--- config.mk ---
export PLATFORM = sky130hd
export DESIGN_NAME = ram_bus_arbiter
export DESIGN_NICKNAME = d
export VERILOG_FILES = /design/src/rtl/ram_bus_arbiter.sv
export SDC_FILE = /design/constraint.sdc
export NUM_CORES = 1
export LEC_CHECK = 0
export BUFFER_PORTS_ARGS = -buffer_cell sky130_fd_sc_hd__buf_2
export CAP_MARGIN = 20
export CORE_MARGIN = 5
export CORE_UTILIZATION = 25
export DETAILED_ROUTE_END_ITERATION = 6
export PLACE_DENSITY_LB_ADDON = 0.15
export REMOVE_ABC_BUFFERS = 1
export SYNTH_ARGS = -nofsm -noshare
export SYNTH_HDL_FRONTEND = slang
export SYNTH_SLANG_ARGS = --single-unit
--- constraint.sdc ---
create_clock -name CLK -period 5.05 [get_ports CLK]
set_input_delay 0.2525 -clock CLK [delete_from_list [all_inputs] [get_ports CLK]]
set_output_delay 0.2525 -clock CLK [all_outputs]
set_load 0.05 [all_outputs]
--- src/rtl/ram_bus_arbiter.sv ---
// Two-master RAM arbiter: a boot/DMA loader and a CPU share one
// single-port RAM. The loader owns the bus at boot; afterwards the two
// masters alternate, with a bounded loader burst while the CPU waits.
//
// state   | meaning
// IDLE    | nobody owns the bus; pick the next owner
// LDR_OWN | loader drives the RAM port
// CPU_OWN | CPU drives the RAM port, one access per CPU_REQ cycle
// TURN    | one dead cycle between owners, RAM disabled
module ram_bus_arbiter #(
  parameter int ADDRESS_WIDTH = 16,
  parameter int DATA_WIDTH    = 16,
  parameter int MAX_BURST     = 16
) (
  input  logic                     CLK,
  input  logic                     RESET,
  input  logic                     LDR_REQ,
  input  logic [ADDRESS_WIDTH-1:0] LDR_ADDR,
  input  logic [DATA_WIDTH-1:0]    LDR_WDATA,
  input  logic                     LDR_RW,
  input  logic                     LDR_VALID,
  output logic                     LDR_GNT,
  input  logic                     CPU_REQ,
  input  logic [ADDRESS_WIDTH-1:0] CPU_ADDR,
  input  logic [DATA_WIDTH-1:0]    CPU_WDATA,
  input  logic                     CPU_RW,
  output logic                     CPU_GNT,
  output logic                     HALT,
  output logic                     RAM_EN,
  output logic                     RAM_RW,
  output logic [ADDRESS_WIDTH-1:0] RAM_ADDR,
  output logic [DATA_WIDTH-1:0]    RAM_WDATA,
  input  logic [DATA_WIDTH-1:0]    RAM_RDATA,
  output logic [DATA_WIDTH-1:0]    RDATA,
  output logic                     LDR_RVALID,
  output logic                     CPU_RVALID
);

  typedef enum logic [1:0] {IDLE, LDR_OWN, CPU_OWN, TURN} state_t;

  localparam logic [5:0] BURST_MAX6 = 6'(MAX_BURST);
  localparam logic [4:0] BURST_MAX5 = 5'(MAX_BURST);

  state_t                state_q, state_d;
  logic                  boot_q, boot_d;
  logic                  cpu_prio_q, cpu_prio_d;
  logic [4:0]            burst_q, burst_d;
  logic                  ldr_rvalid_q, ldr_rvalid_d;
  logic                  cpu_rvalid_q, cpu_rvalid_d;
  logic [DATA_WIDTH-1:0] rdata_q, rdata_d;

  // The CPU is invisible to the arbiter until the boot image is loaded.
  logic       cpu_req_eff;
  logic [5:0] burst_inc;
  logic       burst_hit;

  assign cpu_req_eff = CPU_REQ & ~boot_q;
  assign burst_inc   = {1'b0, burst_q} + 6'(LDR_VALID & cpu_req_eff);
  assign burst_hit   = (burst_inc >= BURST_MAX6);

  // Next-state, boot flag, CPU turnover priority and burst counter.
  always_comb begin
    state_d    = state_q;
    boot_d     = boot_q;
    cpu_prio_d = cpu_prio_q;
    burst_d    = '0;
    case (state_q)
      IDLE: begin
        if (cpu_prio_q && cpu_req_eff) state_d = CPU_OWN;
        else if (LDR_REQ)              state_d = LDR_OWN;
        else if (cpu_req_eff)          state_d = CPU_OWN;
        if (!cpu_req_eff) cpu_prio_d = 1'b0;
      end
      LDR_OWN: begin
        if (!LDR_REQ) begin
          state_d = TURN;
          boot_d  = 1'b0;
        end else if (cpu_req_eff && burst_hit) begin
          // Forced turnover: the CPU gets one access before the loader returns.
          state_d    = TURN;
          cpu_prio_d = 1'b1;
        end else begin
          burst_d = burst_hit ? BURST_MAX5 : burst_inc[4:0];
        end
      end
      CPU_OWN: begin
        if (CPU_REQ) cpu_prio_d = 1'b0;
        if (!CPU_REQ || LDR_REQ) state_d = TURN;
      end
      TURN:    state_d = IDLE;
      default: state_d = IDLE;
    endcase
  end

  // Grants, RAM port mux and CPU stall, all combinational from the owner.
  always_comb begin
    LDR_GNT   = 1'b0;
    CPU_GNT   = 1'b0;
    RAM_EN    = 1'b0;
    RAM_RW    = 1'b1;
    RAM_ADDR  = '0;
    RAM_WDATA = '0;
    case (state_q)
      LDR_OWN: begin
        LDR_GNT   = 1'b1;
        RAM_EN    = LDR_VALID;
        RAM_RW    = LDR_RW;
        RAM_ADDR  = LDR_ADDR;
        RAM_WDATA = LDR_WDATA;
      end
      CPU_OWN: begin
        CPU_GNT   = CPU_REQ;
        RAM_EN    = CPU_REQ;
        RAM_RW    = CPU_RW;
        RAM_ADDR  = CPU_ADDR;
        RAM_WDATA = CPU_WDATA;
      end
      default: ;
    endcase
    HALT = boot_q | (CPU_REQ & ~CPU_GNT);
  end

  // Read tagging: remember who issued a read so its data can be steered next cycle.
  always_comb begin
    ldr_rvalid_d = (state_q == LDR_OWN) & LDR_VALID & LDR_RW;
    cpu_rvalid_d = (state_q == CPU_OWN) & CPU_REQ & CPU_RW;
    rdata_d      = (ldr_rvalid_q | cpu_rvalid_q) ? RAM_RDATA : rdata_q;
  end

  assign LDR_RVALID = ldr_rvalid_q;
  assign CPU_RVALID = cpu_rvalid_q;
  // Pass RAM data straight through on a returning read, otherwise hold the last word.
  assign RDATA      = rdata_d;

  // State and datapath registers; reset aborts any outstanding read.
  always_ff @(posedge CLK or posedge RESET) begin
    if (RESET) begin
      state_q      <= IDLE;
      boot_q       <= 1'b1;
      cpu_prio_q   <= 1'b0;
      burst_q      <= '0;
      ldr_rvalid_q <= 1'b0;
      cpu_rvalid_q <= 1'b0;
      rdata_q      <= '0;
    end else begin
      state_q      <= state_d;
      boot_q       <= boot_d;
      cpu_prio_q   <= cpu_prio_d;
      burst_q      <= burst_d;
      ldr_rvalid_q <= ldr_rvalid_d;
      cpu_rvalid_q <= cpu_rvalid_d;
      rdata_q      <= rdata_d;
    end
  end

endmodule

==> impl_metrics.env <==
export IMPL_synth_edf_count=0
export IMPL_critPathRequiredTime_ps=4800
export IMPL_p_sw_share_pct=63.9
export IMPL_cts_max_path_buffers=2
export IMPL_drt_iter0_drc=30
export IMPL_cts_tree="yes"
export IMPL_fin_crit_sh_pct=55.1
export IMPL_setup_viol=0
export IMPL_cp_cell_sequence="inv_1 > ha_1 > clkinv_1 > a221o_1 > buf_2"
export IMPL_vdd_drop_max_mv=0.503
export IMPL_skew_ps=6.62
export IMPL_dp_cells=381
export IMPL_finalMaxSlewViolations=0
export IMPL_routed_wl_um=5450
export IMPL_synthCells=173
export IMPL_syn_area_per_cell_um2=9.57
export IMPL_tightest_slew_ps=899
export IMPL_seq_area_frac_synth_pct=40.9
export IMPL_powerDensity_nw_per_um2=828
export IMPL_cp_max_fo=35
export IMPL_ctsRootBufferMaster="clkbuf_8"
export IMPL_synth_area_leader_cell="dfrtp_1"
export IMPL_via_per_inst=4.73
export IMPL_htreeDepth=1
export IMPL_crit_type="register to primary output"
export IMPL_yosys_most_used_dff="dfrtp_1"
export IMPL_worst_setup_path_end_kind="primary output"
export IMPL_max_freq_mhz=359
export IMPL_port_buffers=141
export IMPL_critPathArrivalTime_ps=2530
export IMPL_rsz0062_at_grt="no"
export IMPL_die_area_um2=8350
export IMPL_synthSimpleGateAreaFrac_pct=15.3
export IMPL_ant_nets=0
export IMPL_drive_above_1_share_pct=54.5
export IMPL_vias=1830
export IMPL_wl_met1_um=2150
export IMPL_path_buf_inv=3
export IMPL_clkTransAtPathRegs_ps=90
export IMPL_drv_cap=0
export IMPL_crit_family="buffers and inverters"
export IMPL_fp_dieH_um=91.4
export IMPL_drcViolationCount=0
export IMPL_insertion_delay_ps=270
export IMPL_switchingPower_uw=1330
export IMPL_firstDrtPassIters=4
export IMPL_cts_repair_resized=0
export IMPL_start_util_pct=25.9
export IMPL_route_met2_wl_um=2830
export IMPL_synth_cell_types=36
export IMPL_synth_seq_cells=27
export IMPL_p_clk_share_pct=5.9
export IMPL_post_drt_wl_per_cell_um=14.1
export IMPL_synth_top_family_by_area="compound AO/OA/AOI/OAI gates"
export IMPL_min_path_type="input pin to register"
export IMPL_start_kind="register"
export IMPL_slew_headroom_pct=39.7
export IMPL_grt_pass1_wl_um=8730
export IMPL_groute_usage_overall_pct=12.4
export IMPL_synthTopCellsByArea="dfrtp_1, a22oi_1, mux2_2"
export IMPL_crit_slowest_cell="clkinv_1"
export IMPL_cts_sinks=27
export IMPL_core_area_um2=6390
export IMPL_layoutNonFillerInstCount=387
export IMPL_grt_max_degree=41
export IMPL_row_count=29
export IMPL_fin_nets=404
export IMPL_grt_pass1_vias=1860
export IMPL_p_comb_share_pct=78.7
export IMPL_antenna_found_initial=0
export IMPL_finalSetupTns_ps=0
export IMPL_async_reset_ff_share_pct=100
export IMPL_status="finished clean"
export IMPL_slowest_delay_ps=700
export IMPL_die_w_um=91.4
export IMPL_place_gp_congestion=0.749
export IMPL_p_int_uw=748
export IMPL_synth_compound_area_share_pct=21.8
export IMPL_synth_xor_area_share_pct=1.06
export IMPL_synth_mux_area_share_pct=12.4
export IMPL_period_needed_ps=2780
export IMPL_seqPwrFrac_pct=15.4
export IMPL_synth_fa_ha_area_share_pct=4.54
export IMPL_synth_area_um2=1660
export IMPL_ys_warn_count=0
export IMPL_wl_met3_um=421
export IMPL_place_hpwl_um=4440
export IMPL_pin_count=142
export IMPL_finalHoldViolations=0
export IMPL_syn2layout_area_growth_pct=51.4
export IMPL_gr_total_overflow=0
export IMPL_cts_buffers_inserted=3
export IMPL_p_leak_uw=0.00136
export IMPL_synth_top_area_share_pct=39.3
export IMPL_routed_top_layer="met4"
export IMPL_antenna_cells=0
[synthesized netlist by cell type, drive strengths merged, types with 2 or more instances]
master  count
o21ai       5
a21o        2
a22oi      32
nor2b       4
a21oi       2
and2        4
mux2       17
inv         4
buf         6
ha          6
dfrtp      26
and3        2
nor2       37
clkbuf      6
nand2       3
[placed cells by master, fill, tap and decap left out, drive strengths merged, types with 3 or more instances in the layout]
cell and count:
buf 144, nor2 37, a22oi 32, dfrtp 26, mux2 17, ha 6, o21ai 5, inv 4
and2 4, nor2b 4, clkbuf 4, nand2 3
[flip-flops by register name (all words and copies together), names as in the netlist]
register,cells
boot_q,1
rdata_q,16
cpu_prio_q,1
burst_q,5
CPU_RVALID,1
state_q,2
LDR_RVALID,1
[worst paths after layout]
kind / slack [ps] / to / cells past startpoint / from
min: 220 / rdata_q[10]$_DFF_PP0_ / 2 / RAM_RDATA[10]
max reg2reg: 2660 / state_q[0]$_DFFE_PP0P_ / 8 / boot_q$_DFFE_PP1P_
max: 2270 / RAM_RW / 5 / state_q[0]$_DFFE_PP0P_
min reg2reg: 500 / boot_q$_DFFE_PP1P_ / 1 / boot_q$_DFFE_PP1P_
min in group asynchronous: 430 / rdata_q[14]$_DFF_PP0_ / 3 / RESET
max in group asynchronous: 4180 / boot_q$_DFFE_PP1P_ / 4 / RESET
[metal layers]
metal / GRT usage, % / up-vias
li1: - / 895
met1: 14.4 / 842
met2: 23.4 / 89
met3: 1.82 / 4
met4: 2.93 / 0
met5: 0 / -
[cells by family (layout without fill, tap and decap cells)]
| logic type | after synthesis | after routing |
|---|---|---|
| buf+inv | 17 | 154 |
| fa+ha+maj | 6 | 6 |
| flops | 27 | 27 |
| xor+xnor | 2 | 2 |
| mux | 18 | 18 |
| simple gates | 56 | 56 |
| compound gates | 47 | 47 |
[worst reg2reg max path, delay by kind of cell (launching register included)]
family	cells	cell delay (ps)
AOI/OAI and AO/OA	3	550
DFF	1	540
adders and majority gates	2	460
and+or+nand+nor	2	410
muxes	1	320
[metrics by stage]
step | hold slack (ps) | power, uW | area [um^2] | utilization [%] | setup slack (ps)
2_1_floorplan | 304 | 1600 | 1610 | - | 2270
3_3_place_gp | 474 | 1970 | 2420 | 38.0 | 2570
3_5_place_dp | 481 | 1970 | 2420 | 38.0 | 2520
4_1_cts | 221 | 2100 | 2470 | 38.7 | 2230
5_1_grt | 212 | 2200 | 2510 | 39.2 | 2010
6_report | 224 | 2070 | 2510 | 39.2 | 2270
[cell type report]
type | instances | area, um^2
sequential | 27 | 677
multi-input combinational | 129 | 911
inverter | 5 | 18.8
clock buffer | 4 | 45.0
fill | 660 | 3880
tap | 77 | 96.3
timing repair buffer | 145 | 758
[timing repair]
item / 4_1_cts / 5_1_grt
hold buffers: 0 / 1
hold endpoints to repair: 0 / 2
setup buffers: 0 / 0
[power groups by stage]
| stage | clock network [uW] | registers [uW] | logic, uW |
|---|---|---|---|
| after global placement | 0 | 318 | 1650 |
| after global routing | 138 | 326 | 1740 |
| after CTS | 126 | 319 | 1650 |
| final | 122 | 318 | 1630 |
| after detailed placement | 0 | 323 | 1650 |
| after floorplan | 0 | 323 | 1280 |
Note: power is estimated with default switching activity, not from simulation.
